File: config.mk
export PLATFORM = sky130hd
export DESIGN_NAME = cond_unit
export DESIGN_NICKNAME = d
export VERILOG_FILES = /design/src/rtl/cond_pkg.sv /design/src/rtl/cond_eval.sv /design/src/rtl/cond_unit.sv
export SDC_FILE = /design/constraint.sdc
export NUM_CORES = 1
export LEC_CHECK = 0
export ABC_AREA = 1
export CAP_MARGIN = 20
export CORE_MARGIN = 3
export CORE_UTILIZATION = 36
export DETAILED_ROUTE_END_ITERATION = 16
export PLACE_DENSITY = 0.76
export SLEW_MARGIN = 20
export SYNTH_ARGS = -nofsm -noshare
export SYNTH_HDL_FRONTEND = slang
export SYNTH_SLANG_ARGS = --single-unit
export TNS_END_PERCENT = 20
File: constraint.sdc
create_clock -name clk -period 2.7 [get_ports clk]
set_clock_uncertainty 0.1 [all_clocks]
set_input_delay 0.81 -clock clk [delete_from_list [all_inputs] [get_ports clk]]
set_output_delay 0.81 -clock clk [all_outputs]
set_load 0.02 [all_outputs]
File: src/rtl/cond_pkg.sv
// Shared condition-code encodings and NZCV flag bit positions.
// Latency: n/a (constants and types only).
// Backpressure: n/a.
package cond_pkg;

   // Flag bit positions inside Flags[3:0]
   localparam int N = 3;
   localparam int Z = 2;
   localparam int C = 1;
   localparam int V = 0;

   // ARM condition field encodings
   typedef enum logic [3:0] {
      COND_EQ = 4'b0000,
      COND_NE = 4'b0001,
      COND_CS = 4'b0010,
      COND_CC = 4'b0011,
      COND_MI = 4'b0100,
      COND_PL = 4'b0101,
      COND_VS = 4'b0110,
      COND_VC = 4'b0111,
      COND_HI = 4'b1000,
      COND_LS = 4'b1001,
      COND_GE = 4'b1010,
      COND_LT = 4'b1011,
      COND_GT = 4'b1100,
      COND_LE = 4'b1101,
      COND_AL = 4'b1110,
      COND_NV = 4'b1111
   } cond_e;

endpackage

File: src/rtl/cond_eval.sv
// Condition-field decode against the NZCV flags.
// Latency: combinational, zero cycles.
// Backpressure: none; pure function of its inputs.
module cond_eval
   import cond_pkg::*;
(
   input  logic [3:0] i_cond,
   input  logic [3:0] i_flags,
   output logic       o_cond_ex
);

   logic w_n;
   logic w_z;
   logic w_c;
   logic w_v;

   assign w_n = i_flags[N];
   assign w_z = i_flags[Z];
   assign w_c = i_flags[C];
   assign w_v = i_flags[V];

   // Evaluate the selected condition; the reserved encoding never passes
   always_comb begin
      o_cond_ex = 1'b0;
      case (cond_e'(i_cond))
         COND_EQ: o_cond_ex = w_z;
         COND_NE: o_cond_ex = ~w_z;
         COND_CS: o_cond_ex = w_c;
         COND_CC: o_cond_ex = ~w_c;
         COND_MI: o_cond_ex = w_n;
         COND_PL: o_cond_ex = ~w_n;
         COND_VS: o_cond_ex = w_v;
         COND_VC: o_cond_ex = ~w_v;
         COND_HI: o_cond_ex = w_c & ~w_z;
         COND_LS: o_cond_ex = ~w_c | w_z;
         COND_GE: o_cond_ex = (w_n == w_v);
         COND_LT: o_cond_ex = (w_n != w_v);
         COND_GT: o_cond_ex = ~w_z & (w_n == w_v);
         COND_LE: o_cond_ex = w_z | (w_n != w_v);
         COND_AL: o_cond_ex = 1'b1;
         default: o_cond_ex = 1'b0;
      endcase
   end

endmodule

File: src/rtl/cond_unit.sv
// Conditional-execution unit: gates PC/reg/mem writes, owns the flag register and an optional flag save stack (COND_UNIT_SHADOW_STACK_EN).
// Latency: write gates combinational; flag/stack updates visible one cycle after the clock edge.
// Backpressure: stall or flush freezes all state and suppresses every write enable.
module cond_unit
   import cond_pkg::*;
#(
   parameter int NF     = 4,
   parameter int NGRP   = 2,
   parameter int SDEPTH = 2
)(
   input  logic                          clk,
   input  logic                          reset,
   input  logic                          valid_i,
   input  logic                          stall,
   input  logic                          flush,
   input  logic [3:0]                    Cond,
   input  logic [NF-1:0]                 ALUFlags,
   input  logic [NGRP-1:0]               FlagW,
   input  logic                          PCS,
   input  logic                          RegW,
   input  logic                          MemW,
   input  logic                          push,
   input  logic                          pop,
   output logic                          PCSrc,
   output logic                          RegWrite,
   output logic                          MemWrite,
   output logic                          CondEx,
   output logic [NF-1:0]                 Flags,
   output logic [$clog2(SDEPTH+1)-1:0]   sdepth,
   output logic                          sfull,
   output logic                          sempty,
   output logic                          serr
);

   localparam int GW = NF / NGRP;
   localparam int DW = $clog2(SDEPTH + 1);

   logic [NF-1:0] r_flags;
   logic          w_act;
   logic          w_go;
   logic          w_pop_ok;
   logic [NF-1:0] w_top;

   cond_eval u_cond_eval (
      .i_cond    (Cond),
      .i_flags   (r_flags[3:0]),
      .o_cond_ex (CondEx)
   );

   // An instruction may act only when valid and neither stalled nor flushed
   assign w_act    = valid_i & ~stall & ~flush;
   assign w_go     = w_act & CondEx;
   assign PCSrc    = PCS  & w_go;
   assign RegWrite = RegW & w_go;
   assign MemWrite = MemW & w_go;
   assign Flags    = r_flags;

   assign sempty = (sdepth == '0);
   assign sfull  = (sdepth == DW'(SDEPTH));

`ifdef COND_UNIT_SHADOW_STACK_EN
   logic [NF-1:0] r_stack [SDEPTH];
   logic [DW-1:0] r_sdepth;
   logic          r_serr;
   logic          w_push_only;
   logic          w_pop_only;
   logic          w_push_ok;
   logic          w_serr_set;

   // Simultaneous push and pop cancel each other out entirely
   assign w_push_only = w_act & push & ~pop;
   assign w_pop_only  = w_act & pop & ~push;
   assign w_push_ok   = w_push_only & ~sfull;
   assign w_pop_ok    = w_pop_only & ~sempty;
   assign w_serr_set  = (w_push_only & sfull) | (w_pop_only & sempty);

   assign sdepth = r_sdepth;
   assign serr   = r_serr;

   // Select the most recently pushed entry (slot sdepth-1)
   always_comb begin
      w_top = '0;
      for (int i = 0; i < SDEPTH; i++) begin
         if (i + 1 == int'(r_sdepth)) w_top = r_stack[i];
      end
   end

   // Stack storage, occupancy and sticky overflow/underflow flag
   always_ff @(posedge clk or negedge reset) begin
      if (!reset) begin
         r_sdepth <= '0;
         r_serr   <= 1'b0;
         for (int i = 0; i < SDEPTH; i++) r_stack[i] <= '0;
      end else begin
         if (w_push_ok) begin
            for (int i = 0; i < SDEPTH; i++) begin
               if (i == int'(r_sdepth)) r_stack[i] <= r_flags;
            end
            r_sdepth <= r_sdepth + DW'(1);
         end else if (w_pop_ok) begin
            r_sdepth <= r_sdepth - DW'(1);
         end
         if (w_serr_set) r_serr <= 1'b1;
      end
   end
`else
   logic w_unused;

   // Without the stack, push/pop have no effect
   assign w_unused = &{1'b0, push, pop};
   assign w_pop_ok = 1'b0;
   assign w_top    = '0;
   assign sdepth   = '0;
   assign serr     = 1'b0;
`endif

   // Flag register: a stack restore overrides the per-group ALU writes
   always_ff @(posedge clk or negedge reset) begin
      if (!reset) begin
         r_flags <= '0;
      end else if (w_pop_ok) begin
         r_flags <= w_top;
      end else begin
         for (int g = 0; g < NGRP; g++) begin
            if (FlagW[g] & w_go) r_flags[g*GW +: GW] <= ALUFlags[g*GW +: GW];
         end
      end
   end

endmodule

==> summary.md <==
| Metric | Value |
|---|---|
| Inserted Clock Buffers | `3` |
| RR Endpoint | `Flags[2]` |
| Nets@finish | `140` |
| Worst hold path depth | `2` |
| R2R cell count | `12` |
| # fillers | `127` |
| Post-synthesis cell count | `86` |
| Fraction of registers with async set/reset | `1.00` |
| Synth Area per Inst | `6.23 um^2` |
| Area grow syn2layout | `75.0%` |
| Final core occ | `0.694` |
| DR vias/cell | `4.78` |
| Leak | `around 0.47 nW` |
| Hold Crit Class | `reg2reg` |
| FP Rows | `13` |
| Worst setup SP type | `input port` |
| Final setup vio count | `0` |
| Worst path cell trace | `buf_12, nor2_4, nand3_2, nand2_2, clkinv_2, nand2_2, nor2_4, nand3_4, nand2_4, nor2_1, buf_4` |
| Top post-synthesis cells by count | `26 x nand2_1, 10 x inv_1, 9 x nand3_1, 7 x nor2_1, 5 x buf_4` |
| Worst endpoint required time | `1.79 ns` |
| Core footprint | `1350 um^2` |
| R2R Setup Slk | `0.98 ns` |
| Mapped Area | `536 um^2` |
| Starting Density | `0.397` |
| CTS H-tree lvls | `1` |
| Total grt overflow | `0` |
| Post-DP Area | `797 um^2` |
| PwrDens | `~680 nW/um^2` |
| Crit-path max cell delay | `0.15 ns` |
| Critical path type | `in2out` |
| Fin. max-slew vios | `0` |
| Hold Path End | `Flags[1]` |
| CTS Buffer Depth | `2` |
| Die height | `around 45 um` |
| EDFF count, synth | `0` |
| Gr usage total | `0.171` |
| Min Tclk post-route | `2.66 ns` |
| Met3 usage | `0.0691` |
| Clock Sinks | `4` |
| Hold path startpoint | `Flags[1]` |
| Final Power | `0.641 mW` |
| Drt pass-1 iters | `4` |
| Num ports | `33` |
| Most frequent cell after synthesis | `nand2_1` |
| Synth top area share | `0.187` |
| WL final | `1.52 mm` |
| Largest fanout on the critical path | `5` |
| Fin crit share | `0.986` |
| RSZ-0062 raised after global routing | `true` |
| Worst-path clk slew | `0.03 ns` |
| Status | `finished clean` |
| CTS tree | `done` |
| Residual DRC count | `0` |
| CP Capture Type | `output pin` |
| Max reg flops | `4` |
| Vias | `between 600 and 700` |
| Synth unique cells | `22` |
| Buf/Inv on CP | `3` |
| GPL Wtd Cong | `approximately 0.85` |
| Arr. time, crit path | `1.75 ns` |
| Sequential-to-total area share from yosys stat | `0.187` |
| Pin count of the biggest net entering global routing | `10` |
| DRT iter0 DRCs | `11` |
| Chip width | `44.6 um` |
| Synthesis Warnings | `0` |
| GR Util met2 | `0.307` |
| ANT cells | `0` |
| Antenna violations before repair | `0` |
| Root Buffer | `clkbuf_4` |
| Hold bufs inserted after CTS | `0` |
| Top cells by area, synth | `dfrtp_1 19%, nand2_1 18%, nand3_1 8.4%` |
| FF-to-FF Start | `Flags[0]` |
| Maximum VDD drop | `486 uV` |
| Cell accounting for the most synthesized area | `dfrtp_1` |
| Max-cap check violation count | `0` |
| Post-route cell area | `937 um^2` |
| IO buf count | `25` |
| Crit-path leading delay family | `simple AND/OR/NAND/NOR gates` |
| Detail Placement HPWL | `1.15 mm` |
| Wire per inst | `11.4 um` |
| Top_reg_cell synth | `dfrtp_1` |
| Vias in the first global route | `654` |
| F_max | `0.376 GHz` |
| Die area | `1990 um^2` |
| #FFs+latches synth | `4` |
| Latest clock arrival within the worst-skew pair | `0.24 ns` |
| M1 GR Usage | `0.177` |
| Global-route wire length before repair | `2.52 mm` |
| Top Usage Layer GRT | `met2` |
| Fin. Hold Viols | `0` |
| Layout cell share with drive strength beyond 1 | `0.381` |
| Antenna Violating Nets Remaining | `0` |
| Slowest cell on crit path | `buf_4` |
## worst min-delay path, delay by kind of cell (launching register included)
family | cells | cell delay, ns
flip-flops | 1 | 0.39
AND/OR/NAND/NOR | 2 | 0.11
## how the worst max path moves through the flow
stage	to	slack, ns	startpoint	depth (start not counted)
finish	PCSrc	0.04	Cond[3]	11
global route	PCSrc	-0.02	Cond[2]	12
CTS	PCSrc	-0.006	Cond[3]	10
detailed placement	MemWrite	-0.98	Cond[2]	10
global placement	RegWrite	-0.91	Cond[2]	10
floorplan	MemWrite	-0.04	Cond[0]	10
## cells in the final DEF, fill, tap and decap left out
| cell | instances |
|---|---|
| nand2_1 | 24 |
| clkdlybuf4s50_1 | 14 |
| buf_4 | 9 |
| nor2_4 | 8 |
| inv_1 | 8 |
| nand3_1 | 8 |
| conb_1 | 5 |
| dfrtp_1 | 4 |
| inv_2 | 4 |
| nand2_2 | 4 |
| nand4_1 | 4 |
| nand3_2 | 3 |
| clkbuf_4 | 3 |
| buf_6 | 3 |
| dlygate4sd2_1 | 3 |
| nand2_4 | 2 |
| buf_12 | 2 |
| inv_6 | 1 |
| clkinv_2 | 1 |
| o21ai_0 | 1 |
| a21boi_2 | 1 |
| nand3b_1 | 1 |
| a21oi_2 | 1 |
| nand3_4 | 1 |
| nor3b_4 | 1 |
| nor2_1 | 1 |
| buf_8 | 1 |
## cells by family after synthesis
family | synth area share
simple gates | 0.561
buf+inv | 0.192
flops | 0.187
compound gates | 0.0467
other cells | 0.0140
## power breakdown
part,switching (mW),internal (mW)
Sequential,0.0436,0.0903
Combinational,0.231,0.202
Clock,0.0245,0.0497
Total,0.299,0.342
## cell type report
class / instances / area (um^2) / share of cell area
Inverter: 14 / 58.8 / 0.0628
Timing Repair Buffer: 32 / 323 / 0.344
Clock buffer: 3 / 22.5 / 0.0240
Sequential cell: 4 / 100 / 0.107
Tap cell: 15 / 18.8 / 0.0200
Multi-Input combinational cell: 65 / 414 / 0.442
## layer usage
layer  vias to the layer above  routed length [um]
li1                        323                   -
met1                       281                 570
met2                        29                 783
met3                         3                 151
met4                         0                  17
met5                         -                   0
## what timing repair did
item                                    4_1_cts  5_1_grt
gates resized for setup                      69        9
pin swaps                                    12       11
endpoints found under the setup margin        4        4
buffers inserted                              2        1
## metrics by stage
stage | setup slack [ns] | cells | TNS, ns | hold slack, ns
detailed placement | -0.977 | 127 | -3.78 | 0.421
global route | -0.0219 | 133 | -0.0289 | 0.468
CTS | -0.00553 | 132 | -0.00553 | 0.432
finish | 0.0383 | 133 | 0 | 0.433
floorplan | -0.0404 | 89 | -0.121 | 0.414
global placement | -0.913 | 127 | -3.60 | 0.415
Power figures use the tool's default switching activity.
